**src/rtl/alarma_pkg.sv**
```systemverilog
// Shared definitions for the alarm sequencing controller: state encoding
// and the bit positions of each cause inside the latched cause vector.
package alarma_pkg;

    typedef enum logic [1:0] {
        REPOSO   = 2'd0,
        ALARMA   = 2'd1,
        SILENCIO = 2'd2,
        PURGA    = 2'd3
    } estado_t;

    localparam int CAUSA_TEMP  = 3;
    localparam int CAUSA_MAN   = 2;
    localparam int CAUSA_SOBRE = 1;
    localparam int CAUSA_HUMO  = 0;

    // Causes that sound the horn; overload alone only cuts power.
    localparam logic [3:0] MASCARA_BOCINA = 4'b1101;

endpackage

```
**src/rtl/filtro_antirrebote.sv**
```systemverilog
// One-bit input conditioner: two-flop synchronizer followed by a debounce
// counter that accepts a new level only after DEB_CICLOS consecutive cycles
// of disagreement with the current filtered value.
module filtro_antirrebote #(
    parameter int DEB_CICLOS = 4
) (
    input  logic clk,
    input  logic rst_n,
    input  logic entrada,
    output logic salida
);

    localparam int CW = $clog2(DEB_CICLOS + 1);
    localparam logic [CW-1:0] LIMITE = CW'(DEB_CICLOS - 1);

    logic          sinc_a;
    logic          sinc_b;
    logic [CW-1:0] cuenta;

    // Bring the asynchronous raw input into the clock domain.
    always_ff @(posedge clk) begin
        if (!rst_n) begin
            sinc_a <= 1'b0;
            sinc_b <= 1'b0;
        end else begin
            sinc_a <= entrada;
            sinc_b <= sinc_a;
        end
    end

    // Count disagreement cycles; any agreement restarts the count, and the
    // count never runs past the acceptance point so it cannot wrap.
    always_ff @(posedge clk) begin
        if (!rst_n) begin
            cuenta <= '0;
            salida <= 1'b0;
        end else if (sinc_b == salida) begin
            cuenta <= '0;
        end else if (cuenta >= LIMITE) begin
            salida <= sinc_b;
            cuenta <= '0;
        end else begin
            cuenta <= cuenta + 1'b1;
        end
    end

endmodule

```
**src/rtl/controlador_de_alarma.sv**
```systemverilog
// Alarm sequencing controller: filters the sensors and acknowledge button,
// latches alarm causes, sequences horn cadence, silence and extractor
// post-purge, and keeps a sticky power-cut latch.
module controlador_de_alarma
    import alarma_pkg::*;
#(
    parameter int DEB_CICLOS   = 4,
    parameter int PURGA_CICLOS = 16,
    parameter int BOCINA_SEMI  = 8
) (
    input  logic       clk,
    input  logic       rst_n,
    input  logic       temperatura,
    input  logic       manual,
    input  logic       sobrecarga,
    input  logic       humo,
    input  logic       reconocer,
    output logic       bocina,
    output logic       extractor,
    output logic       interrupcion,
    output logic [1:0] estado,
    output logic [3:0] causa
);

    localparam int HW = $clog2(BOCINA_SEMI + 1);
    localparam int PW = $clog2(PURGA_CICLOS + 1);
    localparam logic [HW-1:0] H_LIM = HW'(BOCINA_SEMI - 1);
    localparam logic [PW-1:0] P_LIM = PW'(PURGA_CICLOS - 1);

    logic t_f, m_f, s_f, h_f, rec_f;
    logic rec_prev;
    logic ack;
    logic req_ext, req_boc, req_int;
    logic [3:0] actual;
    logic [3:0] causa_acc;
    logic       nueva_causa;
    logic       ir_purga;

    estado_t       estado_act, estado_sig;
    logic [HW-1:0] hcnt, hcnt_sig;
    logic [PW-1:0] pcnt, pcnt_sig;
    logic          bocina_sig, extractor_sig;
    logic [3:0]    causa_sig;

    filtro_antirrebote #(.DEB_CICLOS(DEB_CICLOS)) u_f_temp (
        .clk(clk), .rst_n(rst_n), .entrada(temperatura), .salida(t_f));
    filtro_antirrebote #(.DEB_CICLOS(DEB_CICLOS)) u_f_man (
        .clk(clk), .rst_n(rst_n), .entrada(manual), .salida(m_f));
    filtro_antirrebote #(.DEB_CICLOS(DEB_CICLOS)) u_f_sobre (
        .clk(clk), .rst_n(rst_n), .entrada(sobrecarga), .salida(s_f));
    filtro_antirrebote #(.DEB_CICLOS(DEB_CICLOS)) u_f_humo (
        .clk(clk), .rst_n(rst_n), .entrada(humo), .salida(h_f));
    filtro_antirrebote #(.DEB_CICLOS(DEB_CICLOS)) u_f_rec (
        .clk(clk), .rst_n(rst_n), .entrada(reconocer), .salida(rec_f));

    assign actual[CAUSA_TEMP]  = t_f;
    assign actual[CAUSA_MAN]   = m_f;
    assign actual[CAUSA_SOBRE] = s_f;
    assign actual[CAUSA_HUMO]  = h_f;

    assign req_ext = h_f | m_f;
    assign req_boc = t_f | m_f | h_f;
    assign req_int = s_f | m_f;
    assign ack     = rec_f & ~rec_prev;

    assign causa_acc   = causa | actual;
    assign ir_purga    = causa_acc[CAUSA_MAN] | causa_acc[CAUSA_HUMO];
    assign nueva_causa = |(actual & ~causa & MASCARA_BOCINA);
    assign estado      = estado_act;

    // Remember the previous filtered acknowledge level for edge detection.
    always_ff @(posedge clk) begin
        if (!rst_n) rec_prev <= 1'b0;
        else        rec_prev <= rec_f;
    end

    // Sticky power-cut: set wins over an acknowledge clear.
    always_ff @(posedge clk) begin
        if (!rst_n)       interrupcion <= 1'b0;
        else if (req_int) interrupcion <= 1'b1;
        else if (ack)     interrupcion <= 1'b0;
    end

    // State register together with the registered actuator outputs and timers.
    always_ff @(posedge clk) begin
        if (!rst_n) begin
            estado_act <= REPOSO;
            bocina     <= 1'b0;
            extractor  <= 1'b0;
            causa      <= 4'b0000;
            hcnt       <= '0;
            pcnt       <= '0;
        end else begin
            estado_act <= estado_sig;
            bocina     <= bocina_sig;
            extractor  <= extractor_sig;
            causa      <= causa_sig;
            hcnt       <= hcnt_sig;
            pcnt       <= pcnt_sig;
        end
    end

    // Next state, next outputs and timer updates for the alarm sequence.
    always_comb begin
        estado_sig    = estado_act;
        bocina_sig    = 1'b0;
        extractor_sig = 1'b0;
        causa_sig     = causa;
        hcnt_sig      = hcnt;
        pcnt_sig      = pcnt;
        case (estado_act)
            REPOSO: begin
                causa_sig = 4'b0000;
                hcnt_sig  = '0;
                pcnt_sig  = '0;
                if (req_boc) begin
                    estado_sig    = ALARMA;
                    causa_sig     = actual;
                    bocina_sig    = 1'b1;
                    extractor_sig = req_ext;
                end
            end
            ALARMA: begin
                causa_sig = causa_acc;
                if (!req_boc) begin
                    if (ir_purga) begin
                        estado_sig    = PURGA;
                        extractor_sig = 1'b1;
                        pcnt_sig      = '0;
                    end else begin
                        estado_sig = REPOSO;
                        causa_sig  = 4'b0000;
                    end
                end else if (ack) begin
                    estado_sig    = SILENCIO;
                    extractor_sig = req_ext;
                end else begin
                    extractor_sig = req_ext;
                    if (hcnt >= H_LIM) begin
                        bocina_sig = ~bocina;
                        hcnt_sig   = '0;
                    end else begin
                        bocina_sig = bocina;
                        hcnt_sig   = hcnt + 1'b1;
                    end
                end
            end
            SILENCIO: begin
                causa_sig = causa_acc;
                if (nueva_causa) begin
                    estado_sig    = ALARMA;
                    bocina_sig    = 1'b1;
                    hcnt_sig      = '0;
                    extractor_sig = req_ext;
                end else if (!req_boc) begin
                    if (ir_purga) begin
                        estado_sig    = PURGA;
                        extractor_sig = 1'b1;
                        pcnt_sig      = '0;
                    end else begin
                        estado_sig = REPOSO;
                        causa_sig  = 4'b0000;
                    end
                end else begin
                    extractor_sig = req_ext;
                end
            end
            PURGA: begin
                extractor_sig = 1'b1;
                if (req_boc) begin
                    estado_sig    = ALARMA;
                    causa_sig     = causa_acc;
                    bocina_sig    = 1'b1;
                    hcnt_sig      = '0;
                    pcnt_sig      = '0;
                    extractor_sig = req_ext;
                end else if (pcnt >= P_LIM) begin
                    estado_sig    = REPOSO;
                    extractor_sig = 1'b0;
                    causa_sig     = 4'b0000;
                    pcnt_sig      = '0;
                end else begin
                    pcnt_sig = pcnt + 1'b1;
                end
            end
            default: begin
                estado_sig = REPOSO;
                causa_sig  = 4'b0000;
            end
        endcase
    end

endmodule

```
**config.mk**
```make
export PLATFORM = sky130hd
export DESIGN_NAME = controlador_de_alarma
export DESIGN_NICKNAME = d
export VERILOG_FILES = /design/src/rtl/alarma_pkg.sv /design/src/rtl/filtro_antirrebote.sv /design/src/rtl/controlador_de_alarma.sv
export SDC_FILE = /design/constraint.sdc
export NUM_CORES = 1
export LEC_CHECK = 0
export BUFFER_PORTS_ARGS = -buffer_cell sky130_fd_sc_hd__buf_4
export CORE_MARGIN = 1.5
export CORE_UTILIZATION = 59
export CTS_CLUSTER_DIAMETER = 100
export DETAILED_ROUTE_END_ITERATION = 10
export HOLD_SLACK_MARGIN = 0.02
export PLACE_DENSITY = 0.86
export SYNTH_ARGS = -nofsm -noshare
export SYNTH_HDL_FRONTEND = slang
export SYNTH_SLANG_ARGS = --single-unit
```
**constraint.sdc**
```tcl
create_clock -name clk -period 3.37 [get_ports clk]
set_input_delay 0.337 -clock clk [delete_from_list [all_inputs] [get_ports clk]]
set_output_delay 0.337 -clock clk [all_outputs]
set_load 0.01 [all_outputs]
```
==> results.txt <==
- Counting flops with a built-in enable in the synthesized netlist gives 0.
- Critical path data required time: around 3.6 ns
- Tracing the worst setup path back leads to its startpoint at pcnt[0]$_SDFFE_PN0P_.
* Endpoint type of the worst setup path: flop
- Worst setup slack after placement: 0.801 ns
- After synthesis, flip-flops and latches occupy approximately 43% of the total area.
- Ant diodes: 0
* Most common cell after layout, fill and taps aside: sky130_fd_sc_hd__dfxtp_1
- For this design, the slowest cell found on the critical path is sky130_fd_sc_hd__or4_1.
- Synthesized netlist cell count: 247
- Number of buffers and inverters on the critical path: 0
* Total nets after synthesis: 272
* Accumulated negative setup slack: 0 ns
- Max Clock Freq: 0.384 GHz
* Die Height: 65.0 µm
- During placement, the flow inserted port buffers numbering 15.
- The congestion estimate from routability-driven global placement came to 0.866.
* Starting density of the core: 61.6%
- Following the worst setup path forward leads to its endpoint at pcnt[0]$_SDFFE_PN0P_.
- Buffers inserted to repair hold after CTS numbered 0.
- The library cells used most frequently in the layout, excluding fill and tap cells, are 49 x sky130_fd_sc_hd__dfxtp_1, 24 x sky130_fd_sc_hd__nor2_1, 18 x sky130_fd_sc_hd__ha_1.
* Number of global-route vias before repair: between 1,500 and 2,000
- After filler insertion, the fill cell instance count of the layout stands at 307.
* Area of the multi-input gates: about 1200 µm²
* Level count of the clock H-tree: 2
- Gates resized during post-CTS repair numbered 0.
- Most area-consuming cells after synthesis: sky130_fd_sc_hd__dfxtp_1 43%, sky130_fd_sc_hd__ha_1 9.9%, sky130_fd_sc_hd__nor2_1 4.0%
- DRC marker count from the first detailed-route iteration: between 150 and 200
- After detailed routing, the total wire length is about 4000 µm.
- Number of nets with antenna violations after detailed routing: 0
- Cell row count: 22
* Area added between synthesis and finish: 9.15%
- # placed instances: 301
* Cell type with the highest occurrence count on the critical path: sky130_fd_sc_hd__ha_1
- In this run the critical register-to-register path is captured at pcnt[0]$_SDFFE_PN0P_.
- DR DRC count: 0
- For this run, the detailed router's first-pass iteration total came to 4.
- Logic depth of the worst setup path including buffers: 7
* Dominant delay contributor by cell family on the critical path: simple AND/OR/NAND/NOR gates
- CTS saw 49 sinks.
- TritonCTS clock tree: built
* Startpoint of the lowest-slack register-to-register path: pcnt[0]$_SDFFE_PN0P_
* Clk slew on worst S/H paths: around 0.090 ns
* Max Slew Vio Count: 0
* Die extent in x: 65.0 µm
- Post-synth cell types: 47
* Ys async rst share: 0%
- Traced cell by cell, the critical path runs through ha_1 > and3_1 > ha_1 > or3b_2 > or3_1 > or4_1 > a21oi_1.
* Critical Path Fanout Max: 7
- Setup repair after global routing missed its margin: no
* Final worst-path cycle share: 77.3%
- After synthesis the cells add up to 2270 µm².
* Final number of hold-violating endpoints: 0
- Post-Layout Cell Count: 308
* Core footprint: 3690 µm²
- Maximum vdd ir drop: 344 µV
* Min Tclk post-route: 2.61 ns
- Leakage power figure: 1.06 nW
- Post-route clock skew: 0.00307 ns
* Number of antenna violations at the first check in global routing: 0
- The final layout contains 285 nets.
- Seq cells post-synth: 49
- Global routing usage summed across all routing layers: 20.7%
- The post-route netlist has 10.0% of its cells at a drive strength greater than 1.
- Along the worst hold path, the cell count comes to 2.
* Synthesis Warnings: 0
* CTS Root Buffer Type: sky130_fd_sc_hd__clkbuf_8
* Post-Syn Area per Cell: approximately 9.2 µm²
- In the final routed layout, each cell accounts on average for 12.9 µm.
* PwrDens: 405 nW/µm²
- Outcome: finished clean
* Max-slew headroom at the worst pin: ~39%
- The share of synthesized area in the top cell type comes to around 43%.
- In this run the worst hold path is classified as primary input to flop.
- Total vias in the final route: between 1,500 and 2,000
- Utilization of the core after routing: between 60% and 70%
- Overall overflow remaining after global route: 0
* Top_reg_cell synth: sky130_fd_sc_hd__dfxtp_1
- Clock latency on the worst-skew pair: 0.30 ns
- In this design, the stage delay of the slowest critical-path cell is 0.54 ns.
- The setup check on the worst reg-to-reg path leaves a slack of ~0.76 ns.
- Half-perimeter wire length of the detailed placement result: 2870 µm
- For the worst setup path, the data arrival time is 2.83 ns.
* PnR worst setup slack: 0.763 ns
- Top Ports: 16
- The floorplan step defined a die boundary enclosing 4230 µm².
- After layout, the design draws a total of about 1 mW.
- Worst Tran Pin Value: 0.913 ns
- Post-CTS setup buffer count: 0
- Reg2Reg Depth: 7
- The setup path with the least slack is of type flop to flop.
* Global-route wire length before repair: 6740 µm
- Seq. cell area: slightly below 1000 µm²
- Maximum clock path buffer count: 2
- Library cell with the largest summed area after synthesis: sky130_fd_sc_hd__dfxtp_1
- Buffers inserted during clock tree synthesis total 5.
- Endpoints failing setup: 0
- STA classifies the critical path startpoint as a flop.
- Max-cap violations in this run came to 0.
* Largest net degree at the start of global routing: 26
- Detail-routed via count per cell: 5.80
[worst min path at each step]
| stage | start | end | slack (ns) |
|---|---|---|---|
| after floorplan | u_f_humo.sinc_a$_SDFF_PN0_ | u_f_humo.sinc_b$_SDFF_PN0_ | 0.41 |
| after global placement | u_f_man.sinc_a$_SDFF_PN0_ | u_f_man.sinc_b$_SDFF_PN0_ | 0.41 |
| after detailed placement | u_f_humo.sinc_a$_SDFF_PN0_ | u_f_humo.sinc_b$_SDFF_PN0_ | 0.42 |
| after CTS | sobrecarga | u_f_sobre.sinc_a$_SDFF_PN0_ | 0.23 |
| after global routing | humo | u_f_humo.sinc_a$_SDFF_PN0_ | 0.22 |
| final | manual | u_f_man.sinc_a$_SDFF_PN0_ | 0.24 |
[report_power, final]
part           switching (mW)  leakage, nW  total [mW]  internal (mW)
sequential            0.00640        0.397       0.595          0.589
combinational          0.0470        0.623      0.0774         0.0304
clock                   0.189       0.0402       0.332          0.143
total                   0.242         1.06        1.00          0.762
[logic make-up after synthesis]
family	count (synthesis)	synth area share, %
muxes	5	2.20
adders and majority gates	18	9.92
xor gates and xnor gates	5	1.93
and+or+nand+nor	83	20.0
buffers and inverters	27	5.34
AOI/OAI and AO/OA	60	17.4
DFF	49	43.2
[synth_stat cells (2+ instances only)]
master and instances:
sky130_fd_sc_hd__mux2i_1 5, sky130_fd_sc_hd__a31oi_1 2, sky130_fd_sc_hd__and3_1 3, sky130_fd_sc_hd__nor2b_1 3, sky130_fd_sc_hd__xor2_1 5, sky130_fd_sc_hd__inv_1 16, sky130_fd_sc_hd__o22ai_1 3, sky130_fd_sc_hd__nand4_1 4
sky130_fd_sc_hd__o21ai_0 9, sky130_fd_sc_hd__nor4_1 3, sky130_fd_sc_hd__buf_6 2, sky130_fd_sc_hd__clkbuf_1 6, sky130_fd_sc_hd__or4_1 3, sky130_fd_sc_hd__dfxtp_1 49, sky130_fd_sc_hd__a311oi_1 2, sky130_fd_sc_hd__o211ai_1 3
sky130_fd_sc_hd__nor2_1 24, sky130_fd_sc_hd__or3_1 2, sky130_fd_sc_hd__o21a_1 2, sky130_fd_sc_hd__or2b_1 2, sky130_fd_sc_hd__a21oi_1 16, sky130_fd_sc_hd__a211oi_1 9, sky130_fd_sc_hd__and4_1 2, sky130_fd_sc_hd__and2_1 12
sky130_fd_sc_hd__nand2_1 5, sky130_fd_sc_hd__o21bai_1 2, sky130_fd_sc_hd__o31ai_1 3, sky130_fd_sc_hd__nand3_1 6, sky130_fd_sc_hd__ha_1 18, sky130_fd_sc_hd__nand2b_1 4, sky130_fd_sc_hd__nor3_1 6
[metrics by stage]
| stage | hold WS (ns) | cell area [µm²] |
|---|---|---|
| floorplan | 0.412 | 2270 |
| CTS | 0.231 | 2480 |
| global route | 0.219 | 2480 |
| finish | 0.238 | 2480 |
| global placement | 0.414 | 2390 |
| detailed placement | 0.422 | 2390 |
[metal layers]
layer,up-vias,track usage (%),part of all wire [%]
li1,910,-,-
met1,819,26.1,48
met2,50,32.9,45
met3,6,7.29,6.1
met4,0,7.55,1.3
met5,-,0,0
[registers in the layout, summed over array words and instances, names as in the netlist, 2 cells and up]
name              flops
pcnt                  5
estado                2
u_f_humo.cuenta       3
u_f_man.cuenta        3
u_f_sobre.cuenta      3
causa                 4
u_f_rec.cuenta        3
u_f_temp.cuenta       3
hcnt                  4
[worst reg2reg max path: stages, from the launching register on]
cell and delay [ns]:
sky130_fd_sc_hd__dfxtp_1 0.34, sky130_fd_sc_hd__ha_1 0.23, sky130_fd_sc_hd__and3_1 0.19, sky130_fd_sc_hd__ha_1 0.17, sky130_fd_sc_hd__or3b_2 0.48, sky130_fd_sc_hd__or3_1 0.44, sky130_fd_sc_hd__or4_1 0.54, sky130_fd_sc_hd__a21oi_1 0.15
[layout make-up]
class	count	area share (%)
multi-input combinational	171	47.1
sequential	49	39.6
timing repair buffer	16	4.85
clock buffer	5	2.78
inverter	17	2.57
tap	48	2.42
clock inverter	2	0.656
Note: power is estimated with default switching activity, not from simulation.
